<file path="src/rtl/gmii_tx_framer_pkg.sv">
// -----------------------------------------------------------------------------
// gmii_tx_framer_pkg
//   Shared Ethernet framing constants, FSM state encoding and the octet-wide
//   reflected CRC32 step used by the Tx framer (and reusable by Rx checks).
//   No ports; import with `import gmii_tx_framer_pkg::*;`.
// -----------------------------------------------------------------------------
package gmii_tx_framer_pkg;

    localparam int unsigned ETH_PREAMBLE_LEN = 7;
    localparam logic [7:0]  ETH_PRE_OCTET    = 8'h55;
    localparam logic [7:0]  ETH_SFD          = 8'hD5;
    localparam int unsigned ETH_MIN_FRAME    = 60;
    localparam int unsigned ETH_MAX_FRAME    = 1514;
    localparam int unsigned ETH_FCS_LEN      = 4;
    localparam logic [31:0] ETH_CRC_POLY     = 32'h04C11DB7;
    localparam logic [31:0] ETH_CRC_INIT     = 32'hFFFF_FFFF;

    // One-hot framer states.
    typedef enum logic [5:0] {
        ST_IDLE = 6'b000001,
        ST_PRE  = 6'b000010,
        ST_DATA = 6'b000100,
        ST_PAD  = 6'b001000,
        ST_FCS  = 6'b010000,
        ST_GAP  = 6'b100000
    } state_t;

    // One octet of the reflected (LSB-first) CRC32; no final inversion.
    function automatic logic [31:0] crc32_next(input logic [31:0] crc,
                                               input logic [7:0]  d);
        logic [31:0] poly_r;
        logic [31:0] c;
        for (int i = 0; i < 32; i++) poly_r[i] = ETH_CRC_POLY[31-i];
        c = crc ^ {24'h0, d};
        for (int i = 0; i < 8; i++) c = c[0] ? ((c >> 1) ^ poly_r) : (c >> 1);
        return c;
    endfunction

endpackage

</file>
<file path="src/rtl/eth_crc32_gen.sv">
// -----------------------------------------------------------------------------
// eth_crc32_gen
//   Octet-wide reflected CRC32 register (init FFFFFFFF, no output inversion).
//   Ports:
//     clk    in   clock
//     rst    in   asynchronous active-high reset (register -> init value)
//     clear  in   synchronous reload of the init value
//     gate   in   fold d_in into the CRC this cycle
//     d_in   in   8-bit data octet
//     crc    out  32-bit running CRC register
// -----------------------------------------------------------------------------
module eth_crc32_gen
    import gmii_tx_framer_pkg::*;
(
    input  logic        clk,
    input  logic        rst,
    input  logic        clear,
    input  logic        gate,
    input  logic [7:0]  d_in,
    output logic [31:0] crc
);

    always_ff @(posedge clk or posedge rst) begin
        if (rst)        crc <= ETH_CRC_INIT;
        else if (clear) crc <= ETH_CRC_INIT;
        else if (gate)  crc <= crc32_next(crc, d_in);
    end

endmodule

</file>
<file path="src/rtl/gmii_tx_framer.sv">
// -----------------------------------------------------------------------------
// gmii_tx_framer
//   Transmit framer: preamble + SFD, frame octets read from the Tx packet
//   buffer, optional zero pad to 60 octets, CRC32 FCS, then inter-frame gap.
//   Optional feature macro: GMII_TX_FRAMER_PAD_EN (zero-pad short frames).
//   Ports:
//     clk        in   Tx clock, one octet per cycle
//     rst        in   asynchronous active-high reset
//     tx_req     in   frame ready in buffer; tx_len valid while high
//     tx_len     in   frame length in octets, excluding FCS
//     tx_ack     out  pulse: request accepted or rejected
//     tx_err     out  pulse with tx_ack for a zero or oversized length
//     rd_a       out  buffer read address (RAM has one cycle latency)
//     rd_d       in   buffer read data for the previous rd_a
//     eth_out    out  GMII TXD (registered)
//     eth_out_s  out  GMII TX_EN (registered)
//     busy       out  high from an accepting tx_ack through the end of the gap
// -----------------------------------------------------------------------------
module gmii_tx_framer
    import gmii_tx_framer_pkg::*;
#(
    parameter int unsigned IFG     = 12,
    parameter int unsigned MAX_LEN = ETH_MAX_FRAME
) (
    input  logic        clk,
    input  logic        rst,
    input  logic        tx_req,
    input  logic [10:0] tx_len,
    output logic        tx_ack,
    output logic        tx_err,
    output logic [10:0] rd_a,
    input  logic [7:0]  rd_d,
    output logic [7:0]  eth_out,
    output logic        eth_out_s,
    output logic        busy
);

    localparam logic [10:0] SFD_IDX   = 11'(ETH_PREAMBLE_LEN);
    localparam logic [10:0] FCS_LAST  = 11'(ETH_FCS_LEN - 1);
    // The accepting IDLE cycle is the last idle octet of the gap, so GAP
    // itself lasts IFG-1 cycles and back-to-back frames are spaced by IFG.
    localparam logic [10:0] GAP_LAST  = 11'(IFG - 2);
    localparam logic [10:0] MAX_LEN_W = 11'(MAX_LEN);
`ifdef GMII_TX_FRAMER_PAD_EN
    localparam logic [10:0] MIN_LEN   = 11'(ETH_MIN_FRAME);
`endif

    state_t      state, state_nxt;
    logic [10:0] cnt, cnt_nxt;
    logic [10:0] len_q;
    logic        len_bad, accept;
    logic [7:0]  octet;
    logic        octet_v;
    logic        crc_clear, crc_gate;
    logic [31:0] crc, fcs;

    assign len_bad = (tx_len == '0) || (tx_len > MAX_LEN_W);
    assign accept  = (state == ST_IDLE) && tx_req && !len_bad;
    assign fcs     = ~crc;

    eth_crc32_gen u_crc (
        .clk   (clk),
        .rst   (rst),
        .clear (crc_clear),
        .gate  (crc_gate),
        .d_in  (octet),
        .crc   (crc)
    );

    // State register. Reset lands in IDLE with no gap pending, so the first
    // request after reset is taken at once; TX_EN drops with rst itself.
    // NOTE: sequential state uses non-blocking assignments only, so every
    // register samples pre-edge values regardless of statement order.
    always_ff @(posedge clk or posedge rst) begin
        if (rst) begin
            state     <= ST_IDLE;
            cnt       <= '0;
            len_q     <= '0;
            rd_a      <= '0;
            eth_out   <= '0;
            eth_out_s <= '0;
        end else begin
            state     <= state_nxt;
            cnt       <= cnt_nxt;
            if (accept) len_q <= tx_len;
            // rd_a=0 is presented during the SFD cycle, so data octet 0
            // arrives on rd_d in the first DATA cycle.
            if (state == ST_IDLE)
                rd_a <= '0;
            else if ((state == ST_PRE && cnt == SFD_IDX) || state == ST_DATA)
                rd_a <= rd_a + 11'd1;
            eth_out   <= octet;
            eth_out_s <= octet_v;
        end
    end

    // Next-state and per-state octet counter.
    // NOTE: every always_comb output gets a default first so no path can
    // leave it unassigned and infer a latch.
    always_comb begin
        state_nxt = state;
        cnt_nxt   = cnt + 11'd1;
        unique case (state)
            ST_IDLE: begin
                cnt_nxt = '0;
                if (accept) state_nxt = ST_PRE;
            end
            ST_PRE: if (cnt == SFD_IDX) begin
                state_nxt = ST_DATA;
                cnt_nxt   = '0;
            end
            ST_DATA: if (cnt == len_q - 11'd1) begin
`ifdef GMII_TX_FRAMER_PAD_EN
                if (len_q < MIN_LEN) begin
                    state_nxt = ST_PAD;          // cnt keeps counting octets sent
                end else begin
                    state_nxt = ST_FCS;
                    cnt_nxt   = '0;
                end
`else
                state_nxt = ST_FCS;
                cnt_nxt   = '0;
`endif
            end
`ifdef GMII_TX_FRAMER_PAD_EN
            ST_PAD: if (cnt == MIN_LEN - 11'd1) begin
                state_nxt = ST_FCS;
                cnt_nxt   = '0;
            end
`endif
            ST_FCS: if (cnt == FCS_LAST) begin
                state_nxt = ST_GAP;
                cnt_nxt   = '0;
            end
            ST_GAP: if (cnt == GAP_LAST) begin
                state_nxt = ST_IDLE;
                cnt_nxt   = '0;
            end
            default: begin
                state_nxt = ST_IDLE;
                cnt_nxt   = '0;
            end
        endcase
    end

    // Outputs: octet to be registered onto GMII, CRC control, handshake.
    always_comb begin
        octet     = '0;
        octet_v   = 1'b0;
        crc_gate  = 1'b0;
        crc_clear = 1'b0;
        tx_ack    = 1'b0;
        tx_err    = 1'b0;
        busy      = 1'b1;
        unique case (state)
            ST_IDLE: begin
                crc_clear = 1'b1;
                tx_ack    = tx_req;
                tx_err    = tx_req && len_bad;
                busy      = accept;
            end
            ST_PRE: begin
                octet_v = 1'b1;
                octet   = (cnt == SFD_IDX) ? ETH_SFD : ETH_PRE_OCTET;
            end
            ST_DATA: begin
                octet_v  = 1'b1;
                octet    = rd_d;
                crc_gate = 1'b1;
            end
`ifdef GMII_TX_FRAMER_PAD_EN
            ST_PAD: begin
                octet_v  = 1'b1;
                crc_gate = 1'b1;
            end
`endif
            ST_FCS: begin
                octet_v = 1'b1;
                case (cnt[1:0])              // low octet of the FCS first
                    2'd0:    octet = fcs[7:0];
                    2'd1:    octet = fcs[15:8];
                    2'd2:    octet = fcs[23:16];
                    default: octet = fcs[31:24];
                endcase
            end
            ST_GAP: ;
            default: busy = 1'b0;
        endcase
    end

endmodule
</file>
<file path="config.mk">
export PLATFORM = sky130hd
export DESIGN_NAME = gmii_tx_framer
export DESIGN_NICKNAME = d
export VERILOG_FILES = /design/src/rtl/gmii_tx_framer_pkg.sv /design/src/rtl/eth_crc32_gen.sv /design/src/rtl/gmii_tx_framer.sv
export SDC_FILE = /design/constraint.sdc
export NUM_CORES = 1
export LEC_CHECK = 0
export CAP_MARGIN = 25
export CORE_MARGIN = 3
export CORE_UTILIZATION = 25
export DETAILED_ROUTE_END_ITERATION = 10
export PLACE_DENSITY = 0.5
export SETUP_SLACK_MARGIN = 0.05
export SLEW_MARGIN = 10
export SYNTH_ARGS = -nofsm -noshare
export SYNTH_HDL_FRONTEND = slang
export SYNTH_SLANG_ARGS = --single-unit
</file>
<file path="constraint.sdc">
create_clock -name clk -period 3.9 [get_ports clk]
set_input_delay 0.585 -clock clk [delete_from_list [all_inputs] [get_ports clk]]
set_output_delay 0.585 -clock clk [all_outputs]
set_load 0.02 [all_outputs]
</file>
==> results of run 1 <==
==> worst reg2reg max path: cells and delay by family, from the launching register on <==
kind	cells	cell delay, ns
compound gates	2	0.50
xor+xnor	4	1.29
flops	1	0.50
simple gates	2	0.90
==> Yosys cell counts (9+ instances only) <==
| cell | instances |
|---|---|
| nor3_1 | 13 |
| nor2_1 | 50 |
| xnor2_1 | 63 |
| clkbuf_1 | 14 |
| o21ai_0 | 11 |
| inv_1 | 10 |
| nor2b_1 | 28 |
| mux2_2 | 11 |
| nand3_1 | 13 |
| a21oi_1 | 36 |
| nand2_1 | 21 |
| and3_1 | 9 |
| xor2_1 | 24 |
| dfstp_2 | 33 |
| dfrtp_1 | 46 |
==> layer usage <==
layer / track usage (%) / up-vias / routed length [um]
met4: 3.33 / 0 / 223
li1: - / 1725 / -
met3: 3.72 / 16 / 494
met1: 14.6 / 1751 / 5440
met5: 0 / - / 0
met2: 20.2 / 67 / 5960
==> state kept, by name, indices dropped and copies added, names as in the netlist <==
register	count
u_crc.crc	32
cnt	11
len_q	11
rd_a	11
eth_out	8
state	5
eth_out_s	1
==> power by group through the flow <==
stage	sequential, mW	combinational [mW]	clock, mW
after floorplan	1.40	2.00	0
after global placement	1.46	2.50	0
after detailed placement	1.46	2.51	0
after CTS	1.45	2.51	0.841
after global routing	1.48	2.74	0.875
final	1.44	2.48	0.817
==> path summary, 6_finish.rpt <==
path / from / end / slack [ns] / cells after the start
max: state[4] / u_crc.crc[20] / 0.65 / 8
min reg2reg: u_crc.crc[15] / u_crc.crc[15] / 0.51 / 2
max in group asynchronous: rst / u_crc.crc[7] / 2.80 / 3
max reg2reg: state[4] / u_crc.crc[20] / 0.65 / 8
min: u_crc.crc[15] / u_crc.crc[15] / 0.51 / 2
min in group asynchronous: rst / len_q[0] / 0.52 / 2
==> placed cells by master (no fill, tap or decap), drive strengths merged, types with 6 or more instances in the layout <==
cell type	n
xnor2	64
nor2	50
dfrtp	46
clkdlybuf4s50	44
a21oi	36
dfstp	33
xor2	32
nor2b	28
nand2	21
buf	20
nor3	13
nand3	13
clkbuf	12
o21ai	11
mux2	11
inv	10
and3	9
nor4	8
o22a	8
o41ai	7
ha	6
o22ai	6
==> metrics by stage <==
stage / cell area (um2) / hold slack, ns
after global placement: 5660 / 0.494
after detailed placement: 5660 / 0.503
final: 5960 / 0.509
after floorplan: 4830 / 0.482
after CTS: 5940 / 0.514
after global routing: 5960 / 0.538
==> logic make-up after synthesis <==
family / Yosys count / share of synthesized area, %
buffers and inverters: 30 / 2.64
muxes: 13 / 2.98
xor gates and xnor gates: 101 / 21.9
adders and majority gates: 6 / 1.56
AOI/OAI and AO/OA: 84 / 12.5
and+or+nand+nor: 159 / 16.6
DFF: 79 / 41.8
==> cell type report <==
cell class                 count  area, um2  area share (%)
multi-input combinational    363       2680            45.0
sequential                    79       2020            33.8
timing repair buffer          64        616            10.3
tap                          260        325            5.45
clock buffer                  12        256            4.30
inverter                      10       37.5           0.629
clock inverter                 4       30.0           0.503
==> impl_metrics.json, run 1 <==
{
  "outcome": "finished clean",
  "fp.dieH_um": 145,
  "stdcell_count": 792,
  "grt_antenna_before_repair": 0,
  "vias": 3559,
  "grt.overflow.total": 0,
  "fin_util_pct": 31.7,
  "p_seq_share_pct": 30.4,
  "clock-root-buffer": "clkbuf_16",
  "place_inst": 775,
  "hold_buffers": 0,
  "cts_tree": "done",
  "slowest_stage": "dfrtp_1",
  "start_util_pct": 25.6,
  "syn-num-nets": 500,
  "swShare_pct": 36.2,
  "h-tree-depth": 3,
  "ys_warn_count": 0,
  "wl_per_cell_um": 15.3,
  "synth_cells": 472,
  "end_kind": "flop",
  "setup-violations-final": 0,
  "yosys-top-cells-area": "dfrtp_1 24%, dfstp_2 18%, xnor2_1 11%",
  "design.core.area_mm2": 0.0188,
  "post_cts_resized": 0,
  "nets": 555,
  "fmax_mhz": 307,
  "hpwl_um": 8880,
  "drc": 0,
  "start_kind": "flop",
  "synth-seq-cells": 79,
  "crit_buf_inv": 0,
  "critPathTopFamily": "XOR/XNOR gates",
  "fp.dieW_um": 145,
  "path_cells": "or3b_1, or3_4, o2bb2ai_2, xor2_2, xnor2_1, xor2_1, xnor3_1, o22a_1",
  "wirelength_um": 12100,
  "hold_class": "reg2reg",
  "post-cts-setup-buffers": 0,
  "rows": 50,
  "synthFlopType": "dfrtp_1",
  "worst_pin_slew_ns": 0.629,
  "yosysSeqAreaShare_pct": 41.8,
  "relSlewSlack_pct": 58.0,
  "vdd_drop_max_v": 0.000292,
  "required_ns": 4.18,
  "p_per_area_mw_per_mm2": 795,
  "ant_nets": 0,
  "clk_pin_slew_worst_paths_ns": 0.06,
  "drv_slew": 0,
  "tns_ns": 0,
  "fillCellCount": 1935,
  "crit_type": "reg2reg",
  "hold_viol": 0,
  "clk_latency_ns": 0.35,
  "grt_pass1_wl_um": 20400,
  "critPathMaxStageDelay_ns": 0.50,
  "grt_use_total_pct": 11.9,
  "period_minus_slack_ns": 3.25,
  "ys_async_sr_fraction_pct": 100,
  "first_pass_iters": 4,
  "timing.max_cap.violations": 0,
  "area_growth_pct": 23.6,
  "drive_gt1_share_pct": 18.8,
  "portBuffers": 44,
  "clock_path_buffers": 2,
  "gp_congestion": 0.810,
  "synth_edf_count": 0,
  "pwr-share-comb_pct": 52.3,
  "finalCritPeriodShare_pct": 83.4,
  "total_power_mw": 4.74,
  "yosysTopAreaCell": "dfrtp_1",
  "io_pins": 45,
  "synth.distinct_cells": 56,
  "die-area_mm2": 0.0210,
  "skew_ns": 0.0110,
  "arrival_ns": 3.53,
  "netlist.area_leader.share_pct": 23.8,
  "cts-buffers-inserted": 9,
  "dpl_worst_slack_ns": 0.690,
  "via_per_inst": 4.49,
  "worst_slack_ns": 0.646,
  "grt_start_max_net_pins": 44,
  "n_antenna_cell": 0,
  "leakagePower_nw": 2.38,
  "pwr-share-clk_pct": 17.2,
  "power_switching_mw": 1.72,
  "syn-cell-area_mm2": 0.00483,
  "dr.first_iter.drc_count": 176,
  "grt_pass1_vias": 3824,
  "synth_area_per_cell_um2": 10.2,
  "crit_path_max_fanout": 11,
  "rsz0062_at_grt": "no",
  "p_int_mw": 3.02,
  "clkSinkCount": 79
}
No activity file was read; power rests on OpenSTA's default activity.
==> run 2, diff against run 1 <==
==> constraint.sdc (replaced) <==
create_clock -name clk -period 3.3 [get_ports clk]
set_input_delay 0.495 -clock clk [delete_from_list [all_inputs] [get_ports clk]]
set_output_delay 0.495 -clock clk [all_outputs]
set_load 0.02 [all_outputs]
==> impl_metrics.json, run 2 (same netlist as run 1, synthesis figures left out) <==
{
  "outcome": "finished clean",
  "clk_pin_slew_worst_paths_ns": 0.06,
  "hold_viol": 0,
  "finalCritPeriodShare_pct": 93.8,
  "first_pass_iters": 4,
  "fmax_mhz": 323,
  "drv_slew": 0,
  "place_inst": 783,
  "hold_buffers": 0,
  "drive_gt1_share_pct": 21.7,
  "io_pins": 45,
  "arrival_ns": 3.37,
  "met3_usage_pct": 2.37,
  "vias": 3602,
  "die-area_mm2": 0.0210,
  "grt_pass1_vias": 3898,
  "relSlewSlack_pct": 58.0,
  "worst_slack_ns": 0.204,
  "grt_start_max_net_pins": 60,
  "largest_reg_flops": 32,
  "n_antenna_cell": 0,
  "p_per_area_mw_per_mm2": 962,
  "stdcell_count": 803,
  "final_common_cell": "xnor2_1",
  "crit_type": "reg2reg",
  "hold_class": "reg2reg",
  "clock_path_buffers": 2,
  "clkSinkCount": 79,
  "clock-root-buffer": "clkbuf_16",
  "worst_pin_slew_ns": 0.629,
  "p_int_mw": 3.81,
  "worst-r2r-cell-count": 10,
  "rows": 50,
  "rrSetupSlack_ns": 0.20,
  "nets": 566,
  "period_minus_slack_ns": 3.10,
  "cts_tree": "done",
  "fp.dieW_um": 145,
  "fp.dieH_um": 145,
  "swShare_pct": 35.5,
  "final_cell_mix": "60 x xnor2_1, 50 x nor2_1, 46 x dfrtp_1",
  "power_switching_mw": 2.09,
  "via_per_inst": 4.49,
  "multi_input_area_mm2": 0.00276,
  "tns_ns": 0,
  "pwr-share-clk_pct": 17.3,
  "hpwl_um": 8990,
  "rsz0062_at_grt": "no",
  "timing.max_cap.violations": 0,
  "crit_path_max_fanout": 9,
  "start_util_pct": 25.6,
  "grt_use_met2_pct": 19.5,
  "largest_register": "u_crc.crc",
  "fin_util_pct": 32.6,
  "hold_path_depth": 2,
  "seqCellArea_mm2": 0.00202,
  "h-tree-depth": 3,
  "dr.first_iter.drc_count": 129,
  "vdd_drop_max_v": 0.000467,
  "hold_ws_ns": 0.504,
  "wl_per_cell_um": 15.3,
  "fillCellCount": 1946,
  "setup-violations-final": 0,
  "skew_ns": 0.00616,
  "start_kind": "flop",
  "leakagePower_nw": 2.46,
  "ant_nets": 0,
  "p_seq_share_pct": 29.1,
  "drc": 0,
  "clk_latency_ns": 0.35,
  "grt_pass1_wl_um": 20500,
  "portBuffers": 44,
  "busiest_layer": "met2",
  "cts-buffers-inserted": 9,
  "grt.overflow.total": 0,
  "grt_use_total_pct": 12.1,
  "design.core.area_mm2": 0.0188,
  "required_ns": 3.57,
  "area_growth_pct": 27.0,
  "pwr-share-comb_pct": 53.6,
  "met1_usage_pct": 15.5,
  "grt_antenna_before_repair": 0,
  "end_kind": "flop",
  "wirelength_um": 12300,
  "dpl_worst_slack_ns": -0.0479,
  "gp_congestion": 0.815
}
## run 2: worst paths after layout
path                               startpoint             to
worst max-delay path                   cnt[0]  u_crc.crc[20]
worst min-delay path            u_crc.crc[15]  u_crc.crc[15]
worst max register to register         cnt[0]  u_crc.crc[20]
worst min register to register  u_crc.crc[15]  u_crc.crc[15]
max in group asynchronous                 rst  u_crc.crc[13]
min in group asynchronous                 rst        rd_a[4]
## run 2: cell type report
class                      instances  area share (%)
multi-input combinational        363            45.1
inverter                          10           0.612
clock inverter                     5           0.939
timing repair buffer              75            11.2
sequential                        79            32.9
tap                              260            5.31
clock buffer                      11            3.96
## run 2: per-layer routing
metal / wire (um) / vias up
met4: 366 / 0
met1: 5690 / 1768
met2: 5820 / 58
met3: 379 / 21
li1: - / 1755
met5: 0 / -
## run 2: power by group through the flow
| stage | clock (mW) | combinational [mW] | sequential (mW) |
|---|---|---|---|
| after floorplan | 0 | 2.37 | 1.65 |
| after global placement | 0 | 3.00 | 1.72 |
| after detailed placement | 0 | 3.03 | 1.72 |
| after CTS | 1.06 | 3.05 | 1.71 |
| after global routing | 1.09 | 3.44 | 1.75 |
| final | 1.02 | 3.16 | 1.72 |
## run 2: worst max-delay path, cell delays in order, from the launching register on
cell	delay, ns
dfrtp_1	0.45
inv_1	0.12
ha_1	0.36
nor2b_1	0.19
o41ai_1	0.41
o22ai_2	0.19
xor2_4	0.27
xnor2_1	0.19
xor2_1	0.28
xnor3_1	0.36
o22a_1	0.18
## run 2: timing repair
action                                  4_1_cts  5_1_grt
resized for setup                             1       10
pin swaps                                     0        2
cloned                                        0        0
setup buffers                                 0        4
endpoints found under the setup margin        4       11
## run 2: stage by stage
stage	total power, mW	area (um2)
finish	5.90	6130
global route	6.28	6130
CTS	5.82	6030
detailed placement	4.75	5720
global placement	4.73	5720
floorplan	4.02	4830
==> run 3, diff against run 2 <==
--- a/config.mk
+++ b/config.mk
@@ -9,9 +9,11 @@
 export CORE_MARGIN = 3
 export CORE_UTILIZATION = 25
 export DETAILED_ROUTE_END_ITERATION = 10
-export PLACE_DENSITY = 0.5
+export PLACE_DENSITY_LB_ADDON = 0.12
+export REMOVE_ABC_BUFFERS = 1
 export SETUP_SLACK_MARGIN = 0.05
 export SLEW_MARGIN = 10
 export SYNTH_ARGS = -nofsm -noshare
 export SYNTH_HDL_FRONTEND = slang
 export SYNTH_SLANG_ARGS = --single-unit
+export TNS_END_PERCENT = 50
==> impl_metrics.json, run 3 (same netlist as run 1, synthesis figures left out) <==
{
  "rows": 50,
  "hold_path_depth": 2,
  "worst_pin_slew_ns": 0.628,
  "portBuffers": 44,
  "p_seq_share_pct": 28.6,
  "clk_pin_slew_worst_paths_ns": 0.06,
  "drc": 0,
  "final_common_cell": "xnor2_1",
  "setup-violations-final": 0,
  "grt_antenna_before_repair": 0,
  "clock-root-buffer": "clkbuf_16",
  "hpwl_um": 9370,
  "relSlewSlack_pct": 58.1,
  "fmax_mhz": 321,
  "clock_path_buffers": 2,
  "swShare_pct": 35.1,
  "grt.overflow.total": 0,
  "io_pins": 45,
  "drive_gt1_share_pct": 22.5,
  "wl_per_cell_um": 15.9,
  "grt_use_total_pct": 12.9,
  "p_per_area_mw_per_mm2": 977,
  "skew_ns": 0.00985,
  "pwr-share-clk_pct": 17.5,
  "drv_slew": 0,
  "fp.dieW_um": 145,
  "end_kind": "flop",
  "finalCritPeriodShare_pct": 94.5,
  "hold_viol": 0,
  "ant_nets": 0,
  "fin_util_pct": 32.3,
  "start_util_pct": 25.6,
  "first_pass_iters": 4,
  "arrival_ns": 3.39,
  "dr.first_iter.drc_count": 179,
  "clk_latency_ns": 0.35,
  "nets": 565,
  "gp_congestion": 0.805,
  "area_growth_pct": 26.1,
  "power_switching_mw": 2.09,
  "cts-buffers-inserted": 9,
  "clkSinkCount": 79,
  "grt_pass1_wl_um": 21500,
  "n_antenna_cell": 0,
  "seqCellArea_mm2": 0.00202,
  "fillCellCount": 1954,
  "vias": 3592,
  "final_cell_mix": "63 x xnor2_1, 50 x nor2_1, 44 x dfrtp_1, 44 x clkdlybuf4s50_1, 36 x a21oi_1",
  "worst-r2r-cell-count": 9,
  "total_power_mw": 5.95,
  "period_minus_slack_ns": 3.12,
  "p_int_mw": 3.86,
  "outcome": "finished clean",
  "die-area_mm2": 0.0210,
  "h-tree-depth": 3,
  "grt_pass1_vias": 3777,
  "tns_ns": 0,
  "start_kind": "flop",
  "crit_path_max_fanout": 7,
  "largest_reg_flops": 32,
  "largest_register": "u_crc.crc",
  "rsz0062_at_grt": "yes",
  "wirelength_um": 12800,
  "grt_start_max_net_pins": 47,
  "crit_type": "reg2reg",
  "leakagePower_nw": 2.44,
  "required_ns": 3.58,
  "vdd_drop_max_v": 0.000367,
  "via_per_inst": 4.48,
  "fp.dieH_um": 145,
  "design.core.area_mm2": 0.0188,
  "timing.max_cap.violations": 0,
  "hold_class": "reg2reg",
  "cts_tree": "done",
  "multi_input_area_mm2": 0.00271,
  "pwr-share-comb_pct": 53.9
}
-- run 3: cell types whose count changed in the layout (fill, tap and decap cells not counted), moves of 2 or more --
cell	change
dfrtp_2	+2
xor2_2	+3
xnor2_2	-3
xnor2_1	+3
ha_2	+4
clkinv_2	+2
ha_1	-4
dfrtp_1	-2
clkinvlp_4	-2
xor2_4	-3
-- run 3: per-stage QoR --
step,instance area [um2],cells,setup WS (ns),hold WS (ns)
after CTS,6060,802,0.0483,0.510
after global placement,5730,785,0.0197,0.496
after detailed placement,5730,785,0.0515,0.499
after floorplan,4740,452,0.254,0.482
final,6090,802,0.182,0.508
after global routing,6090,802,0.0379,0.513
-- run 3: critical path: stages (launching register included) --
cell and delay [ns]:
dfrtp_1 0.44, or3b_1 0.44, or3_4 0.45, buf_4 0.21
a211oi_1 0.26, a211o_2 0.20, xor2_4 0.29, xnor2_1 0.22
xnor3_1 0.35, o22a_1 0.18
-- run 3: power groups by stage --
stage | registers, mW | logic, mW | clock network (mW)
6_report | 1.70 | 3.21 | 1.04
3_5_place_dp | 1.72 | 3.17 | 0
3_3_place_gp | 1.73 | 3.16 | 0
5_1_grt | 1.73 | 3.51 | 1.13
2_1_floorplan | 1.65 | 2.37 | 0
4_1_cts | 1.71 | 3.22 | 1.08
-- run 3: final timing paths --
| kind | startpoint | to | slack [ns] |
|---|---|---|---|
| setup / recovery | state[1] | u_crc.crc[19] | 0.18 |
| setup reg to reg | state[1] | u_crc.crc[19] | 0.18 |
| max in group asynchronous | rst | u_crc.crc[26] | 2.04 |
| hold / removal | u_crc.crc[15] | u_crc.crc[15] | 0.51 |
| hold reg to reg | u_crc.crc[15] | u_crc.crc[15] | 0.51 |
| min in group asynchronous | rst | len_q[0] | 0.53 |
-- run 3: layer usage --
| layer | wire (um) | vias up | share of wire (%) | track usage (%) |
|---|---|---|---|---|
| met1 | 6420 | 1777 | 50 | 18.2 |
| met3 | 400 | 10 | 3.1 | 2.84 |
| met5 | 0 | - | 0 | 0 |
| met4 | 190 | 0 | 1.5 | 4.47 |
| li1 | - | 1751 | - | - |
| met2 | 5780 | 54 | 45 | 19.7 |
-- run 3: final cells by class --
class,count,area share [%]
Timing Repair Buffer,74,11.1
Clock inverter,5,0.925
Clock buffer,11,4.15
Tap cell,260,5.35
Multi-Input combinational cell,363,44.6
Inverter,10,0.637
Sequential cell,79,33.2
-- run 3: timing repair --
action                                  in CTS  in global routing
resized for setup                            3                  8
hold buffers                                 0                  0
endpoints found under the setup margin       5                 22
pin swaps                                    1                  2
buffers inserted                             1                  0
